`src/rtl/dotacc_pkg.sv`:
```
// Shared types and width helpers for the dot-product accumulator.
package dotacc_pkg;

  localparam int unsigned BEATS_W = 16;

  typedef enum logic [1:0] {
    IDLE   = 2'd0,
    ACCUM  = 2'd1,
    OUTPUT = 2'd2
  } state_e;

  function automatic int unsigned clog2(input int unsigned v);
    int unsigned r;
    r = 0;
    while ((64'd1 << r) < 64'(v)) r++;
    return r;
  endfunction

  // Accumulator width: product width plus per-beat reduction growth plus guard bits.
  function automatic int unsigned acc_width(input int unsigned w, input int unsigned n,
                                            input int unsigned guard);
    return 2 * w + clog2(n) + guard;
  endfunction

endpackage

```
`src/rtl/dot_product_accumulator_if.sv`:
```
// Beat input and result output handshakes of the dot-product accumulator.
interface dot_product_accumulator_if #(
  parameter int unsigned W     = 8,
  parameter int unsigned N     = 8,
  parameter int unsigned M     = 2,
  parameter int unsigned ACC_W = 27
);
  logic                          in_valid;
  logic                          in_ready;
  logic                          in_last;
  logic [M*N*2*W-1:0]            in_products;
  logic                          out_valid;
  logic                          out_ready;
  logic [M*ACC_W-1:0]            out_sums;
  logic [M-1:0]                  out_overflow;
  logic [dotacc_pkg::BEATS_W-1:0] out_beats;

  modport master (
    output in_valid, in_last, in_products, out_ready,
    input  in_ready, out_valid, out_sums, out_overflow, out_beats
  );

  modport slave (
    input  in_valid, in_last, in_products, out_ready,
    output in_ready, out_valid, out_sums, out_overflow, out_beats
  );
endinterface

```
`src/rtl/dotacc_lane.sv`:
```
// One lane's running sum; clamps and flags on carry-out when DOTACC_SATURATE_EN is defined,
// otherwise wraps modulo 2^ACC_W with the overflow flag tied low.
module dotacc_lane #(
  parameter int unsigned P_W   = 16,
  parameter int unsigned ACC_W = 27
) (
  input  logic             clk,
  input  logic             rst_n,
  input  logic             add_en,
  input  logic             clr,
  input  logic [P_W-1:0]   product,
  output logic [ACC_W-1:0] acc,
  output logic             ovf
);

  logic [ACC_W-1:0] acc_q, acc_d;

  always_ff @(posedge clk or negedge rst_n) begin
    if (!rst_n) acc_q <= '0;
    else        acc_q <= acc_d;
  end

`ifdef DOTACC_SATURATE_EN
  localparam int unsigned SUM_W = ACC_W + 1;

  logic [SUM_W-1:0] sum_c;
  logic             ovf_q, ovf_d;

  // Extra top bit captures the carry that triggers the clamp.
  always_comb begin
    acc_d = acc_q;
    ovf_d = ovf_q;
    sum_c = SUM_W'(acc_q) + SUM_W'(product);
    if (clr) begin
      acc_d = '0;
      ovf_d = 1'b0;
    end else if (add_en) begin
      if (sum_c[ACC_W]) begin
        acc_d = '1;
        ovf_d = 1'b1;
      end else begin
        acc_d = sum_c[ACC_W-1:0];
      end
    end
  end

  always_ff @(posedge clk or negedge rst_n) begin
    if (!rst_n) ovf_q <= 1'b0;
    else        ovf_q <= ovf_d;
  end

  assign ovf = ovf_q;
`else
  always_comb begin
    acc_d = acc_q;
    if (clr)         acc_d = '0;
    else if (add_en) acc_d = acc_q + ACC_W'(product);
  end

  assign ovf = 1'b0;
`endif

  assign acc = acc_q;

endmodule

```
`src/rtl/dot_product_accumulator.sv`:
```
// Reduces M lanes of N products per beat into per-lane sums across beats until a last beat.
// Optional saturation on lane overflow: define DOTACC_SATURATE_EN.
module dot_product_accumulator
  import dotacc_pkg::*;
#(
  parameter int unsigned W     = 8,
  parameter int unsigned N     = 8,
  parameter int unsigned M     = 2,
  parameter int unsigned GUARD = 8
) (
  input logic                      clk,
  input logic                      rst_n,
  dot_product_accumulator_if.slave bus
);

  localparam int unsigned P_W   = 2 * W;
  localparam int unsigned ACC_W = acc_width(W, N, GUARD);
  localparam int unsigned IDX_W = (N > 1) ? clog2(N) : 1;
  localparam int unsigned BUF_W = M * N * P_W;

  state_e             state_q, state_d;
  logic [IDX_W-1:0]   idx_q, idx_d;
  logic               last_q, last_d;
  logic [BUF_W-1:0]   buf_q, buf_d;
  logic [BEATS_W-1:0] beats_q, beats_d;
  logic               in_ready_q, in_ready_d;
  logic               out_valid_q, out_valid_d;
  logic               add_en_c, clr_c;

  always_ff @(posedge clk or negedge rst_n) begin
    if (!rst_n) begin
      state_q     <= IDLE;
      idx_q       <= '0;
      last_q      <= 1'b0;
      buf_q       <= '0;
      beats_q     <= '0;
      in_ready_q  <= 1'b1;
      out_valid_q <= 1'b0;
    end else begin
      state_q     <= state_d;
      idx_q       <= idx_d;
      last_q      <= last_d;
      buf_q       <= buf_d;
      beats_q     <= beats_d;
      in_ready_q  <= in_ready_d;
      out_valid_q <= out_valid_d;
    end
  end

  // Handshake flags are registered from the next state so they line up with state_q.
  always_comb begin
    state_d  = state_q;
    idx_d    = idx_q;
    last_d   = last_q;
    buf_d    = buf_q;
    beats_d  = beats_q;
    add_en_c = 1'b0;
    clr_c    = 1'b0;
    unique case (state_q)
      IDLE: begin
        if (bus.in_valid && in_ready_q) begin
          buf_d   = bus.in_products;
          last_d  = bus.in_last;
          idx_d   = '0;
          if (beats_q != '1) beats_d = beats_q + BEATS_W'(1);
          state_d = ACCUM;
        end
      end
      ACCUM: begin
        add_en_c = 1'b1;
        idx_d    = idx_q + IDX_W'(1);
        if (idx_q == IDX_W'(N - 1)) begin
          idx_d   = '0;
          state_d = last_q ? OUTPUT : IDLE;
        end
      end
      OUTPUT: begin
        if (bus.out_ready) begin
          clr_c   = 1'b1;
          beats_d = '0;
          state_d = IDLE;
        end
      end
      default: state_d = IDLE;
    endcase
    in_ready_d  = (state_d == IDLE);
    out_valid_d = (state_d == OUTPUT);
  end

  for (genvar i = 0; i < M; i++) begin : g_lane
    logic [P_W-1:0]   prod_c;
    logic [ACC_W-1:0] acc;
    logic             ovf;

    assign prod_c = buf_q[P_W * (i * N + int'(idx_q)) +: P_W];

    dotacc_lane #(
      .P_W   (P_W),
      .ACC_W (ACC_W)
    ) u_lane (
      .clk     (clk),
      .rst_n   (rst_n),
      .add_en  (add_en_c),
      .clr     (clr_c),
      .product (prod_c),
      .acc     (acc),
      .ovf     (ovf)
    );

    assign bus.out_sums[i*ACC_W +: ACC_W] = acc;
    assign bus.out_overflow[i]            = ovf;
  end

  assign bus.in_ready  = in_ready_q;
  assign bus.out_valid = out_valid_q;
  assign bus.out_beats = beats_q;

endmodule
```
`src/flat_wrapper.sv`:
```
// flat-port wrapper written by rule: the top's interface ports become plain ports
module dot_product_accumulator_flat import dotacc_pkg::*;
#(
  parameter int unsigned W     = 8,
  parameter int unsigned N     = 8,
  parameter int unsigned M     = 2,
  parameter int unsigned GUARD = 8
)
  (clk, rst_n, bus_in_valid, bus_in_last, bus_in_products, bus_out_ready, bus_in_ready, bus_out_valid, bus_out_sums, bus_out_overflow, bus_out_beats);
  dot_product_accumulator_if #(.W(W), .N(N), .M(M)) bus_i ();
  input logic clk;
  input logic rst_n;
  input wire logic [$bits(bus_i.in_valid)-1:0] bus_in_valid;
  input wire logic [$bits(bus_i.in_last)-1:0] bus_in_last;
  input wire logic [$bits(bus_i.in_products)-1:0] bus_in_products;
  input wire logic [$bits(bus_i.out_ready)-1:0] bus_out_ready;
  output wire logic [$bits(bus_i.in_ready)-1:0] bus_in_ready;
  output wire logic [$bits(bus_i.out_valid)-1:0] bus_out_valid;
  output wire logic [$bits(bus_i.out_sums)-1:0] bus_out_sums;
  output wire logic [$bits(bus_i.out_overflow)-1:0] bus_out_overflow;
  output wire logic [$bits(bus_i.out_beats)-1:0] bus_out_beats;
  assign bus_i.in_valid = bus_in_valid;
  assign bus_i.in_last = bus_in_last;
  assign bus_i.in_products = bus_in_products;
  assign bus_i.out_ready = bus_out_ready;
  assign bus_in_ready = bus_i.in_ready;
  assign bus_out_valid = bus_i.out_valid;
  assign bus_out_sums = bus_i.out_sums;
  assign bus_out_overflow = bus_i.out_overflow;
  assign bus_out_beats = bus_i.out_beats;
  dot_product_accumulator #(.W(W), .N(N), .M(M), .GUARD(GUARD)) u_core (.clk(clk), .rst_n(rst_n), .bus(bus_i));
endmodule
```
`config.mk`:
```
export PLATFORM = sky130hd
export DESIGN_NAME = dot_product_accumulator_flat
export DESIGN_NICKNAME = d
export VERILOG_FILES = /design/src/rtl/dotacc_pkg.sv /design/src/rtl/dot_product_accumulator_if.sv /design/src/rtl/dotacc_lane.sv /design/src/rtl/dot_product_accumulator.sv /design/src/flat_wrapper.sv
export SDC_FILE = /design/constraint.sdc
export NUM_CORES = 1
export LEC_CHECK = 0
export BUFFER_PORTS_ARGS = -buffer_cell sky130_fd_sc_hd__clkbuf_2
export CORE_ASPECT_RATIO = 0.8
export CORE_UTILIZATION = 53
export CTS_CLUSTER_SIZE = 30
export DETAILED_ROUTE_END_ITERATION = 10
export PLACE_DENSITY = 0.77
export SLEW_MARGIN = 0
export SYNTH_ARGS = -nofsm -noshare
export SYNTH_HDL_FRONTEND = slang
export SYNTH_HIERARCHICAL = 1
export SYNTH_SLANG_ARGS = --single-unit
```
`constraint.sdc`:
```
create_clock -name clk -period 3.8 [get_ports clk]
set_input_delay 0.57 -clock clk [delete_from_list [all_inputs] [get_ports clk]]
set_output_delay 0.57 -clock clk [all_outputs]
set_load 0.01 [all_outputs]
```
======== Word level (Yosys, flattened, before mapping) ========
Index checks and enable logic that the tools add are counted.
storage, ports and cells
  logic and storage cells ................. 52
  flip-flop bits (word level) ............. 334
  bits of input ports ..................... 261
  output and inout bits ................... 74
operators by class
  reductions and logical operators ........ 9
  shift operators ......................... 2
  muxes and demuxes ....................... 19
  equality and inequality tests ........... 8
  add/subtract/negate cells ............... 5
operators by type and width
  cell                                                             count
  256-bit by 33-bit indexed part select with 16-bit output         1
  256-bit by 8-bit indexed part select with 16-bit output          1
  27-bit two-way mux                                               4
  27-bit by 16-bit adder with 27-bit output                        2
  16-bit two-way mux                                               3
  16-bit one-hot mux with 2 select lines                           1
  16-bit by 1-bit adder with 16-bit output, second input constant  1
  16-bit != test, second input constant                            1
  2-bit two-way mux                                                4
  3-bit two-way mux                                                2
  2-bit one-hot mux with 3 select lines                            1
  3-bit one-hot mux with 2 select lines                            1
  2-bit nonzero test                                               3
  4-bit by 3-bit adder with 5-bit output, first input constant     1
  2-bit == test, second input constant                             2
  2-bit logical NOT                                                2
  2-bit by 1-bit != test with 1-bit output, second input constant  2
  2-bit AND reduction                                              2
  4-bit AND reduction                                              1
  3-bit by 1-bit adder with 3-bit output, second input constant    1
  3-bit == test, second input constant                             1
  1-bit two-way mux                                                3
  2-bit by 1-bit == test with 1-bit output, second input constant  1
  2-bit != test, second input constant                             1
  1-bit logical AND                                                1

======== Depth between registers and ports, before layout ========
  depth in word-level cells ............... 5
  gate-level depth with buffers ........... 13

======== Hierarchy ========
Netlist, hierarchy kept.
by module, submodules not included
  module                                  area an instance (um^2)  instances  cells each  seq. area each (um^2)
  dot_product_accumulator                 12754.7                  1          1337        7008.0
  dotacc_lane at u_core.g_lane[0].u_lane  2218.4                   1          254         675.6
  dotacc_lane at u_core.g_lane[1].u_lane  2029.4                   1          225         675.6

======== Worst setup path after synthesis ========
Ideal clock, no wire load.
  path kind ............................... reg-to-reg
  from .................................... register u_core.idx_q[0]
  to ...................................... register u_core.g_lane[1].u_lane.acc_q[26]
  setup slack ............................. 288 ps
  data arrival time ....................... 3387 ps
  stages on the path, launching flop included .. 14
  cell sequence ........................... dfrtp_1 > buf_4 > buf_6 > mux4_2 > mux2_2 > ha_1 > fa_1 > a21o_1 > a221oi_4 > o21ai_2 > a31oi_2 > buf_6 > nor3_2 > mux2_4
between the ends
  word-level cells in the longest chain between the ends .. 5
RTL lines
  element                                                   line                           RTL
  start: declaration                                        dot_product_accumulator.sv:22  logic [IDX_W-1:0] idx_q, idx_d;
  start signal: assignment                                  dot_product_accumulator.sv:41  idx_q <= idx_d;
  4-bit by 3-bit adder with 5-bit output                    dot_product_accumulator.sv:95  assign prod_c = buf_q[P_W * (i * N + int'(idx_q)) +: P_W];
  256-bit by 33-bit indexed part select with 16-bit output  dot_product_accumulator.sv:95
  net u_core.g_lane[1].prod_c[0]                            dot_product_accumulator.sv:91  logic [P_W-1:0] prod_c;
  27-bit by 16-bit adder with 27-bit output                 dotacc_lane.sv:57              else if (add_en) acc_d = acc_q + ACC_W'(product);
  27-bit two-way mux                                        dotacc_lane.sv:57
  27-bit two-way mux                                        dotacc_lane.sv:56              if (clr) acc_d = '0;
  end signal: assignment                                    dotacc_lane.sv:19              if (!rst_n) acc_q <= '0;
  end signal: assignment                                    dotacc_lane.sv:20              else acc_q <= acc_d;
  end: declaration                                          dotacc_lane.sv:16              logic [ACC_W-1:0] acc_q, acc_d;
The timed path passes the listed nets, and every way through them passes these cells. The select of a mux whose other input is x is not followed.
A chain may end at the register's enable or synchronous reset.

======== Worst setup path after layout ========
  from .................................... register u_core.idx_q[0]
  to ...................................... register u_core.g_lane[1].u_lane.acc_q[20]
Same word-level chain as after synthesis.

==> results.py <==
metrics = {
    "critical_path": {
        "critPathMostFrequentCell": "buf_4",
        "path_max_fanout": 17,
        "startpoint": "u_core/idx_q[0]",
        "critPathLaunchType": "register",
        "max_stage_delay_ns": 0.57,
        "crit_required_ns": 4.25,
        "r2r_start": "u_core/idx_q[0]",
        "endpoint_kind": "register",
        "crit_type": "reg2reg",
        "arrival_ns": 4.13,
        "worst_path_max_delay_cell": "mux4_2",
        "path_cells": "buf_4, buf_12, mux4_2, mux2_2, ha_1, nand2_1, o21ai_0, a221o_1, a31oi_2, buf_4, or4_1, a21oi_1",
    },
    "placement": {
        "numPortBuffers": 332,
        "post-place-ws_ns": 0.0290,
        "dp.cells": 2504,
        "hpwl_um": 35100,
        "routabilityCongestion": 0.972,
    },
    "synth": {
        "synth_nets": 2114,
        "synth-seq-cells": 334,
        "synth_cell_type_count": 78,
        "seq_area_frac_synth_pct": 49.2,
        "synthFlopType": "dfrtp_1",
        "synth_commonest_cells": "nand2_1 (828), dfrtp_1 (333), nor2_1 (73), mux4_2 (64), a21oi_1 (50)",
        "yosys_warnings": 6,
        "postSynthCellCount": 1816,
        "async_flop_share_pct": 100,
        "ys_top_cells_by_area": "dfrtp_1 (49%), nand2_1 (18%), mux4_2 (8.5%), ha_1 (2.6%), mux2_2 (2.5%)",
        "syn-cell-area_mm2": 0.0170,
        "synth-edff-count": 0,
        "yosysMostFrequentCell": "nand2_1",
        "synth.top_cell.area_share_pct": 49.0,
        "synth_top_area_cell": "dfrtp_1",
        "syn_area_per_cell_um2": 9.36,
    },
    "job": {
        "maxCapViolCount": 0,
    },
    "clock_network": {
        "clk_pin_slew_ns": 0.06,
        "cts_tree": "yes",
        "cts_buffers": 36,
        "root_buffer": "clkbuf_16",
        "clock-sinks": 334,
        "clkLatencyLatePin_ns": 0.53,
        "cts_htree_levels": 2,
        "clock_path_buffers": 3,
    },
    "final_layout": {
        "final_util_pct": 64.7,
        "area_growth_pct": 19.8,
        "fin_nets": 2428,
        "finalNonFillerCells": 2577,
        "drive_gt1_share_pct": 26.3,
    },
    "floorplan": {
        "ioPinCount": 335,
        "start_util_pct": 54.0,
        "fp.dieH_um": 162,
        "core_area_mm2": 0.0315,
        "die_w_um": 202,
        "die_area_mm2": 0.0328,
        "rows": 58,
    },
    "route": {
        "ant_nets": 0,
        "dr.first_iter.drc_count": 1205,
        "drc": 0,
        "drt_pass1_iterations": 7,
        "finalWirelength_um": 48700,
        "vias": 14300,
        "wire_per_inst_um": 18.9,
        "routed_via_density": 5.56,
    },
    "pwr": {
        "leakage_nw": 10.6,
        "pwr_density_cell_mw_per_mm2": 1000,
        "vdd_drop_max_uv": 489,
    },
    "sta": {
        "period_needed_ns": 3.68,
        "setup_viol": 0,
        "setup_slack_ns": 0.122,
        "fin_worst_skew_ns": 0.0150,
        "finalHoldViolCount": 0,
        "slew_violations": 0,
        "clock.fmax_mhz": 272,
        "fin_tns_setup_ns": 0,
        "fin_crit_sh_pct": 96.8,
        "tightest_slew_ns": 1.04,
        "slew_headroom_pct": 30.4,
    },
    "global_routing": {
        "grt_usage_pct": 29.8,
        "grt_pass1_wl_um": 76600,
        "grt_pass1_vias": 13900,
        "grt_antenna_before_repair": 6,
        "gr-total-overflow": 0,
        "grt_max_degree": 198,
    },
    "outcome": {
        "outcome": "complete, no violations",
    },
    "min_path": {
        "hp-class": "in2async",
    },
}
-- worst paths after layout --
check                                                        to  slack, ns  cells after the start
worst max-delay path            u_core/g_lane[1].u_lane/acc[20]       0.12                     12
worst min-delay path                          u_core/buf_q[193]       0.06                      1
worst max register to register  u_core/g_lane[1].u_lane/acc[20]       0.12                     12
worst min register to register                u_core/buf_q[115]       0.47                      2
max in group asynchronous                     u_core/buf_q[103]       2.81                      2
min in group clk                               u_core/buf_q[40]       0.22                      3
-- cell families after synthesis --
kind of cell,after synthesis,share of synthesized area [%]
xor+xnor,18,0.927
simple gates,1009,24.2
compound gates,177,7.01
mux,126,12.5
buf+inv,113,3.36
fa+ha+maj,37,2.81
other cells,2,0.0442
flops,334,49.2
-- area by class of cell --
cell class	instances	area (µm²)
Antenna cell	2	5.00
Clock buffer	57	1100
Clock inverter	6	72.6
Fill cell	2606	11100
Inverter	10	37.5
Multi-Input combinational cell	1369	8090
Sequential cell	334	8370
Tap cell	420	526
Timing Repair Buffer	379	2180
-- critical path, delay by kind of cell, from the launching register on --
family                   cells  cell delay, ns
AND/OR/NAND/NOR              2            0.65
AO/OA/AOI/OAI                4            0.73
flip-flops                   1            0.45
adder cells (fa/ha/maj)      1            0.40
multiplexers                 2            0.86
buffers and inverters        3            0.49
-- metrics by stage --
stage | area [µm²] | total power [mW] | hold WS, ns
2_1_floorplan | 17000 | 13.5 | 0.274
3_3_place_gp | 19100 | 16.4 | 0.453
3_5_place_dp | 19100 | 16.7 | 0.457
4_1_cts | 20300 | 20.3 | 0.0990
5_1_grt | 20400 | 21.9 | 0.115
6_report | 20400 | 20.5 | 0.0584
-- what timing repair did --
item                                    CTS  global route
resized for setup                         0             4
buffers inserted                          0             8
endpoints found under the setup margin    0            16
hold buffers                              0             0
-- per-layer routing --
layer  routed length, µm  up-vias  GRT usage (%)
met3                3530       98           4.90
met5                  26        -              0
li1                    -     6699              -
met4                1350        4           9.67
met1               22800     6987           46.6
met2               20900      552           42.2
-- layout by cell type, fill, tap and decap left out, types with 4 or more instances in the layout --
cell type,instances
clkbuf_2,331
a21boi_1,4
o21ai_1,12
a21oi_1,49
nand4_1,12
nand3b_1,4
o31ai_1,5
or3_1,5
buf_12,12
a21o_1,15
nand3_1,20
mux2i_1,16
xor2_1,6
o211ai_1,9
and3_1,6
o21ai_2,4
clkbuf_16,36
nor2b_1,16
nand2_1,828
clkbuf_1,9
buf_4,33
nor3_1,10
dfrtp_1,330
a211oi_1,5
xnor2_1,12
a31oi_1,10
mux2_1,7
clkbuf_8,12
nand2b_1,4
nor2_1,73
mux4_2,64
o21ai_0,30
ha_1,34
o21a_1,4
inv_1,9
mux2_2,38
-- power breakdown --
| group | internal, mW | leakage (nW) | switching [mW] | total (mW) |
|---|---|---|---|---|
| sequential | 5.16 | 4.18 | 1.19 | 6.36 |
| clock | 2.05 | 0.574 | 1.45 | 3.50 |
| combinational | 4.70 | 5.84 | 5.91 | 10.6 |
| total | 11.9 | 10.6 | 8.55 | 20.5 |
-- state kept, by name (all words and copies together) (netlist names) --
register,count
u_core/buf_q,256
u_core/bus.in_ready,1
u_core/bus.out_beats,16
u_core/bus.out_valid,1
u_core/g_lane.u_lane/acc,54
u_core/idx_q,3
u_core/last_q,1
u_core/state_q,2
Power figures use the tool's default switching activity.
